`config.mk`:
```
export PLATFORM = sky130hd
export DESIGN_NAME = multiport_regfile
export DESIGN_NICKNAME = d
export VERILOG_FILES = /design/src/rtl/regfile_pkg.sv /design/src/rtl/regfile_read_port.sv /design/src/rtl/multiport_regfile.sv
export SDC_FILE = /design/constraint.sdc
export NUM_CORES = 2
export LEC_CHECK = 0
export BUFFER_PORTS_ARGS = -buffer_cell sky130_fd_sc_hd__buf_2
export CORE_MARGIN = 2
export CORE_UTILIZATION = 30
export CTS_BUF_LIST = sky130_fd_sc_hd__clkbuf_4 sky130_fd_sc_hd__clkbuf_8 sky130_fd_sc_hd__clkbuf_16
export CTS_CLUSTER_SIZE = 24
export DETAILED_ROUTE_END_ITERATION = 7
export PLACE_DENSITY_LB_ADDON = 0.12
export SETUP_SLACK_MARGIN = 0.15
export SLEW_MARGIN = 20
export SYNTH_ARGS = -nofsm -noshare
export SYNTH_HDL_FRONTEND = slang
export SYNTH_SLANG_ARGS = --single-unit
```
`constraint.sdc`:
```
create_clock -name clk -period 5.1 [get_ports clk]
set_clock_uncertainty 0.1 [all_clocks]
set_input_delay 1.02 -clock clk [delete_from_list [all_inputs] [get_ports clk]]
set_output_delay 1.02 -clock clk [all_outputs]
set_load 0.01 [all_outputs]
```
`src/rtl/regfile_pkg.sv`:
```
// Shared types and helpers for the multiport register file: the clear/run state
// encoding, default geometry, and the packed-port slice offset used by every file.
package regfile_pkg;

  typedef enum logic {
    CLEAR = 1'b0,
    RUN   = 1'b1
  } rf_state_e;

  localparam int DEF_DATA_W = 32;
  localparam int DEF_ADDR_W = 5;

  // Low bit of port 'port' inside a bus that packs ports of 'width' bits each.
  function automatic int slice_lo(input int port, input int width);
    return port * width;
  endfunction

endpackage

```
`src/rtl/regfile_read_port.sv`:
```
// One combinational read port: array select, same-cycle write bypass (only when
// REGFILE_BYPASS_EN is defined), and zero masking for r0 and for the clear phase.
module regfile_read_port
  import regfile_pkg::*;
#(
  parameter int DATA_W   = DEF_DATA_W,
  parameter int ADDR_W   = DEF_ADDR_W,
  parameter int ZERO_REG = 1
) (
  input  logic                run,
  input  logic [ADDR_W-1:0]   addr,
  input  logic [DATA_W-1:0]   regs [2**ADDR_W],
  input  logic [1:0]          wr_en,
  input  logic [2*ADDR_W-1:0] wr_addr,
  input  logic [2*DATA_W-1:0] wr_data,
  output logic [DATA_W-1:0]   data
);

`ifndef REGFILE_BYPASS_EN
  logic unused_wr;
  assign unused_wr = ^{wr_en, wr_addr, wr_data};
`endif

  always_comb begin
    // NOTE: every variable assigned in always_comb gets a default first; a path
    // that leaves it unassigned would infer a latch.
    data = regs[addr];
`ifdef REGFILE_BYPASS_EN
    // Port 1 is tested last so it overrides port 0 when both match.
    if (wr_en[0] && wr_addr[slice_lo(0, ADDR_W) +: ADDR_W] == addr)
      data = wr_data[slice_lo(0, DATA_W) +: DATA_W];
    if (wr_en[1] && wr_addr[slice_lo(1, ADDR_W) +: ADDR_W] == addr)
      data = wr_data[slice_lo(1, DATA_W) +: DATA_W];
`endif
    // The mask comes last so it also suppresses any bypass onto r0 or during clear.
    if (!run || (ZERO_REG != 0 && addr == '0))
      data = '0;
  end

endmodule

```
`src/rtl/multiport_regfile.sv`:
```
// NUM_RD-read / 2-write register file with optional hardwired r0 and a clear
// sequencer that zeroes the array after reset or on clear_req.
// Optional same-cycle write-to-read bypass: define REGFILE_BYPASS_EN.
module multiport_regfile
  import regfile_pkg::*;
#(
  parameter int DATA_W   = DEF_DATA_W,
  parameter int ADDR_W   = DEF_ADDR_W,
  parameter int NUM_RD   = 2,
  parameter int ZERO_REG = 1
) (
  input  logic                     clk,
  input  logic                     rst,
  input  logic [NUM_RD*ADDR_W-1:0] rd_addr,
  output logic [NUM_RD*DATA_W-1:0] rd_data,
  input  logic [1:0]               wr_en,
  input  logic [2*ADDR_W-1:0]      wr_addr,
  input  logic [2*DATA_W-1:0]      wr_data,
  input  logic                     clear_req,
  output logic                     ready
);

  localparam int                NUM_REGS = 2**ADDR_W;
  localparam logic [ADDR_W-1:0] LAST_IDX = '1;

  rf_state_e         state, state_next;
  logic [ADDR_W-1:0] clr_idx;
  logic              run;

  logic [DATA_W-1:0] regs [NUM_REGS];

  logic [ADDR_W-1:0] wa0, wa1;
  logic [DATA_W-1:0] wd0, wd1;
  logic              we0, we1;

  assign run = (state == RUN);

  // State register and clear counter.
  always_ff @(posedge clk) begin
    // NOTE: sequential state uses non-blocking assignments so every flop samples
    // pre-edge values regardless of statement order.
    if (rst) begin
      state   <= CLEAR;
      clr_idx <= '0;
    end else begin
      state <= state_next;
      if (state == CLEAR)
        clr_idx <= clr_idx + 1'b1;
      else if (clear_req)
        clr_idx <= '0;
    end
  end

  always_comb begin
    state_next = state;
    unique case (state)
      CLEAR:   if (clr_idx == LAST_IDX) state_next = RUN;
      RUN:     if (clear_req)           state_next = CLEAR;
      default:                          state_next = CLEAR;
    endcase
  end

  always_comb begin
    ready = (state == RUN);
  end

  assign wa0 = wr_addr[slice_lo(0, ADDR_W) +: ADDR_W];
  assign wa1 = wr_addr[slice_lo(1, ADDR_W) +: ADDR_W];
  assign wd0 = wr_data[slice_lo(0, DATA_W) +: DATA_W];
  assign wd1 = wr_data[slice_lo(1, DATA_W) +: DATA_W];

  // Port 0 is dropped on an address collision so port 1 wins unambiguously.
  assign we0 = run && !rst && wr_en[0]
               && !(ZERO_REG != 0 && wa0 == '0)
               && !(wr_en[1] && wa1 == wa0);
  assign we1 = run && !rst && wr_en[1]
               && !(ZERO_REG != 0 && wa1 == '0);

  // NOTE: the array is deliberately left out of reset; the clear sequencer
  // zeroes it one entry per cycle so it maps onto plain RAM/flop arrays.
  always_ff @(posedge clk) begin
    if (!rst && state == CLEAR)
      regs[clr_idx] <= '0;
    if (we0)
      regs[wa0] <= wd0;
    if (we1)
      regs[wa1] <= wd1;
  end

  for (genvar k = 0; k < NUM_RD; k++) begin : g_rd
    regfile_read_port #(
      .DATA_W   (DATA_W),
      .ADDR_W   (ADDR_W),
      .ZERO_REG (ZERO_REG)
    ) u_rd (
      .run     (run),
      .addr    (rd_addr[slice_lo(k, ADDR_W) +: ADDR_W]),
      .regs    (regs),
      .wr_en   (wr_en),
      .wr_addr (wr_addr),
      .wr_data (wr_data),
      .data    (rd_data[slice_lo(k, DATA_W) +: DATA_W])
    );
  end

endmodule
```
### Word level (Yosys, flattened, before mapping)

Index checks and enable logic that the tools add are counted.

* multiplexer cells: 24
* shifts and indexed selects: 0
* multipliers: 0
* bitwise gates (word level): 8
* order comparisons: 8
* divide/modulo/power cells: 0
* equal/unequal tests: 3
* reductions and logical operators: 22
* add/subtract/negate cells: 1

Operator list (count)
* $mux 1024: 3
* $bwmux 1024: 2
* $and 1024x1024->1024: 1
* $not 1024->1024: 1
* $demux 32 s5: 3
* $bmux 32 s5: 2
* $mux 32: 9
* $ge 6x6->1 const B: 5
* $not 5->6: 5
* $logic_not 5->1: 4
* $lt 6x1->1 const B: 3
* $logic_and 1x1->1: 11
* $mux 5: 2
* $add 5x1->5 const B: 1
* $eq 5x5->1: 1
* $eq 5x5->1 const B: 1
* $logic_not 1->1: 5
* $logic_or 1x1->1: 2
* $mux 1: 2
* $ne 2x2->1 const B: 1
* $pmux 1 s2: 1
* $not 1->1: 1

* output and inout bits: 65
* memories kept: 0
* latch bits: 0
* bits in read-only memories: 0
* bits in writable memories: 0
* bits of input ports: 89
* logic and storage cells: 100
* flip-flop bits (word level): 1030

### Depth between registers and ports, before layout

* word-level depth: 12
* mapped depth: 10
* mapped depth without buffers: 7

### Hierarchy

From an unflattened synthesis, not the netlist that was laid out.

* cell total of the unflattened synthesis: 6132
* area, all modules: 58458.6 µm²

By module, submodules not included
* multiport_regfile: area an instance 41056.9 µm², seq. area each 20619.8 µm², instances 1, cells each 4472
* regfile_read_port: area an instance 8700.8 µm², seq. area each 0.0 µm², instances 2, cells each 830

### Worst setup path before layout

Ideal clock, no wire load.

* kind: input port to output port
* start: input rd_addr[1]
* end: output rd_data[21]
* arrival time: 2753 ps
* required time: 3980 ps
* buffers on the path: 3
* stages on the path: 7
* slack: 1227 ps
* cell sequence: clkbuf_1 buf_2 buf_1 mux4_2 o21ai_0 o21ai_0 or3_1

* word-level cells in the longest chain between the ends: 5

Ends and longest elaborated chain
* start, declared: line multiport_regfile.sv:14 `input logic [NUM_RD*ADDR_W-1:0] rd_addr,`
* $not 5->6 (not written as such): line regfile_read_port.sv:27 `data = regs[addr];`
* $bmux 32 s5: line regfile_read_port.sv:27
* $mux 32 (not written as such) (2 in a row): line regfile_read_port.sv:27
* $mux 32 (*): line regfile_read_port.sv:36 `if (!run || (ZERO_REG != 0 && addr == '0))`
* end, declared: line multiport_regfile.sv:15 `output logic [NUM_RD*DATA_W-1:0] rd_data,`

Mark *: on every way between the ends. The rest lies on a longest branch, timed or not. The select of a mux whose other input is x is not followed.

### Final worst setup path

* start: input rd_addr[7]
* end: output rd_data[45]

The elaborated chain is that of the path after synthesis.

==> impl_metrics.toml <==
[sta]
fin_crit_sh_pct = 96.63
final_max_slew_viol_count = 0
setup_viol = 0
max_freq_ghz = 0.2029
rsz0062_at_grt = "false"
slew-limit-headroom_pct = 28.20
min_period_ns = 4.928
finalHoldViolCount = 0
fin_tns_setup_ns = 0
worst_slew_pin_slew_ns = 1.077

[logic_synthesis]
synth-seq-cells = 1007
synth_fp_nets = 6711
synth_edf_count = 0
syn_area_per_cell_sq_um = 8.752
synth_ff_type = "dfxtp_1"
synthArstFlopShare_pct = 0
yosysWarnings = 0
synthCells = 6617
syn_area_sq_um = 57910
ys_seq_area_share_pct = 34.81
synth_cell_types = 65

[floorplan]
fp.dieH_um = 443.4
io_pins = 154
start_util_pct = 30.13
dieArea_sq_um = 196600
die-width_um = 443.4
rows = 161
coreArea_sq_um = 192200

[clock_tree]
cts_tree = "built"
h-tree-depth = 4
insertion_delay_ns = 0.80
clkTransAtPathRegs_ns = 0.06
cts_setup_buffers = 0
numClockSinks = 1007
root_buffer = "clkbuf_16"
cts_max_path_buffers = 3
numCtsBuffers = 130

[setup_path]
crit_type = "input port to primary output"
crit_required_ns = 3.98
start_kind = "input port"
arrival_ns = 3.81
cp_max_fo = 16
worst_setup_path_end_kind = "primary output"

[global_route]
grt_pass1_wl_um = 486600
track_usage_pct = 35.10
grt_max_degree = 79
grt-ovfl-total = 0
first_global_vias = 56550
antenna_found_initial = 51

[routing]
top_layer = "met5"
drt_iter0_drc = 8518
drc = 0
final_antenna_net_count = 0
vias_per_cell = 6.718
wl_met2_um = 155600
met3_length_um = 36470
first_pass_iters = 8
wl_met1_um = 139100
routed_wirelength_um = 359100
wl_per_cell_um = 39.75
vias = 60700

[layout]
layout_commonest_cell = "dfxtp_1"
postLayoutCoreUtil_pct = 34.95
drive_above_1_share_pct = 16.65
num-nets-final = 6488
area_growth_syn_to_layout_pct = 15.97
mostFrequentLayoutCells = "dfxtp_1, nand2_1, mux2i_1"

[place]
portBuffers = 153
dpl.hpwl_um = 226700
routabilityCongestion = 0.9483

[power]
p_leak_nw = 27.14
p_per_area_nw_per_um2 = 289.7
ir_worst_vdd_uv = 380.9

[min_path]
hold_class = "flip-flop to flip-flop"

[status]
status = "complete, no violations"

[job]
cap_violations = 0
## cell usage after synthesis, drive strengths merged, types with 133 or more instances
master | n | area (sq um)
nor2 | 340 | 1276
a22oi | 441 | 3311
a221o | 576 | 5766
o211ai | 133 | 998.5
dfxtp | 1007 | 20160
nand2 | 789 | 2964
o21ai | 136 | 684.4
nand3 | 209 | 1046
a21oi | 253 | 1277
and3 | 364 | 2277
mux2i | 635 | 6356
clkbuf | 600 | 2252
buf | 255 | 1225
## through the flow
step           std cells  setup WS [ns]  cell area, sq um  total power [mW]  hold slack [ns]
2_1_floorplan       6617          1.227             57910             9.038           0.3249
3_3_place_gp        8788         0.1854             62680             9.732           0.3436
3_5_place_dp        8788         0.1505             62680             9.737           0.3418
4_1_cts             9013         0.1345             67100             19.44           0.3590
5_1_grt             9019         0.2342             67120             19.80           0.3797
6_report            9035         0.1718             67160             19.46           0.3618
## power breakdown
part	switching (mW)	internal (mW)
logic	1.19	0.483
clock network	3.94	5.89
registers	0.0410	7.91
total	5.17	14.3
## critical path, stage by stage
cell       delay (ns)
buf_2            0.51
nand2b_2         0.41
buf_4            0.38
a211oi_1         0.26
a2111oi_0        0.09
a31oi_1          0.41
nand3_1          0.39
buf_2            0.27
## flip-flops by register name, indices dropped and copies added, names as in the netlist
register / flops
clr_idx: 5
ready: 1
regs: 1001
## kinds of logic (layout without fill, tap and decap cells)
family,Yosys count,count (layout),synth area share [%]
xor gates and xnor gates,6,6,0.09074
adders and majority gates,5,5,0.1080
muxes,859,859,17.14
and+or+nand+nor,2004,2004,16.41
buffers and inverters,858,728,6.024
AOI/OAI and AO/OA,1878,1878,25.41
DFF,1007,1007,34.81
other,0,22,0
## routing by layer
metal / GRT usage, % / vias to the layer above
li1: - / 24770
met1: 43.89 / 30460
met2: 53.65 / 4255
met3: 8.453 / 1197
met4: 23.12 / 20
met5: 0 / -
## final timing paths
check                                start          end  slack (ns)  cells after the start
worst max-delay path            rd_addr[7]  rd_data[45]        0.17                      8
worst min register to register  regs[1022]   regs[1022]        0.36                      1
worst max register to register       ready    regs[980]        1.58                      8
worst min-delay path            regs[1022]   regs[1022]        0.36                      1
## what timing repair did
item	4_1_cts	5_1_grt
hold buffers	0	0
endpoints found under the setup margin	3	7
pin swaps	0	0
gates resized for setup	4	1
## layout make-up
cell class | instances | area (sq um)
well taps | 2526 | 3161
diodes | 22 | 55.05
clock inverters | 24 | 367.9
clock buffers | 201 | 4043
multi-input cells | 4752 | 35080
repair buffers | 500 | 4283
inverters | 3 | 11.26
flip-flops and latches | 1007 | 20160
fillers | 19550 | 125000
No activity file was read; power rests on OpenSTA's default activity.
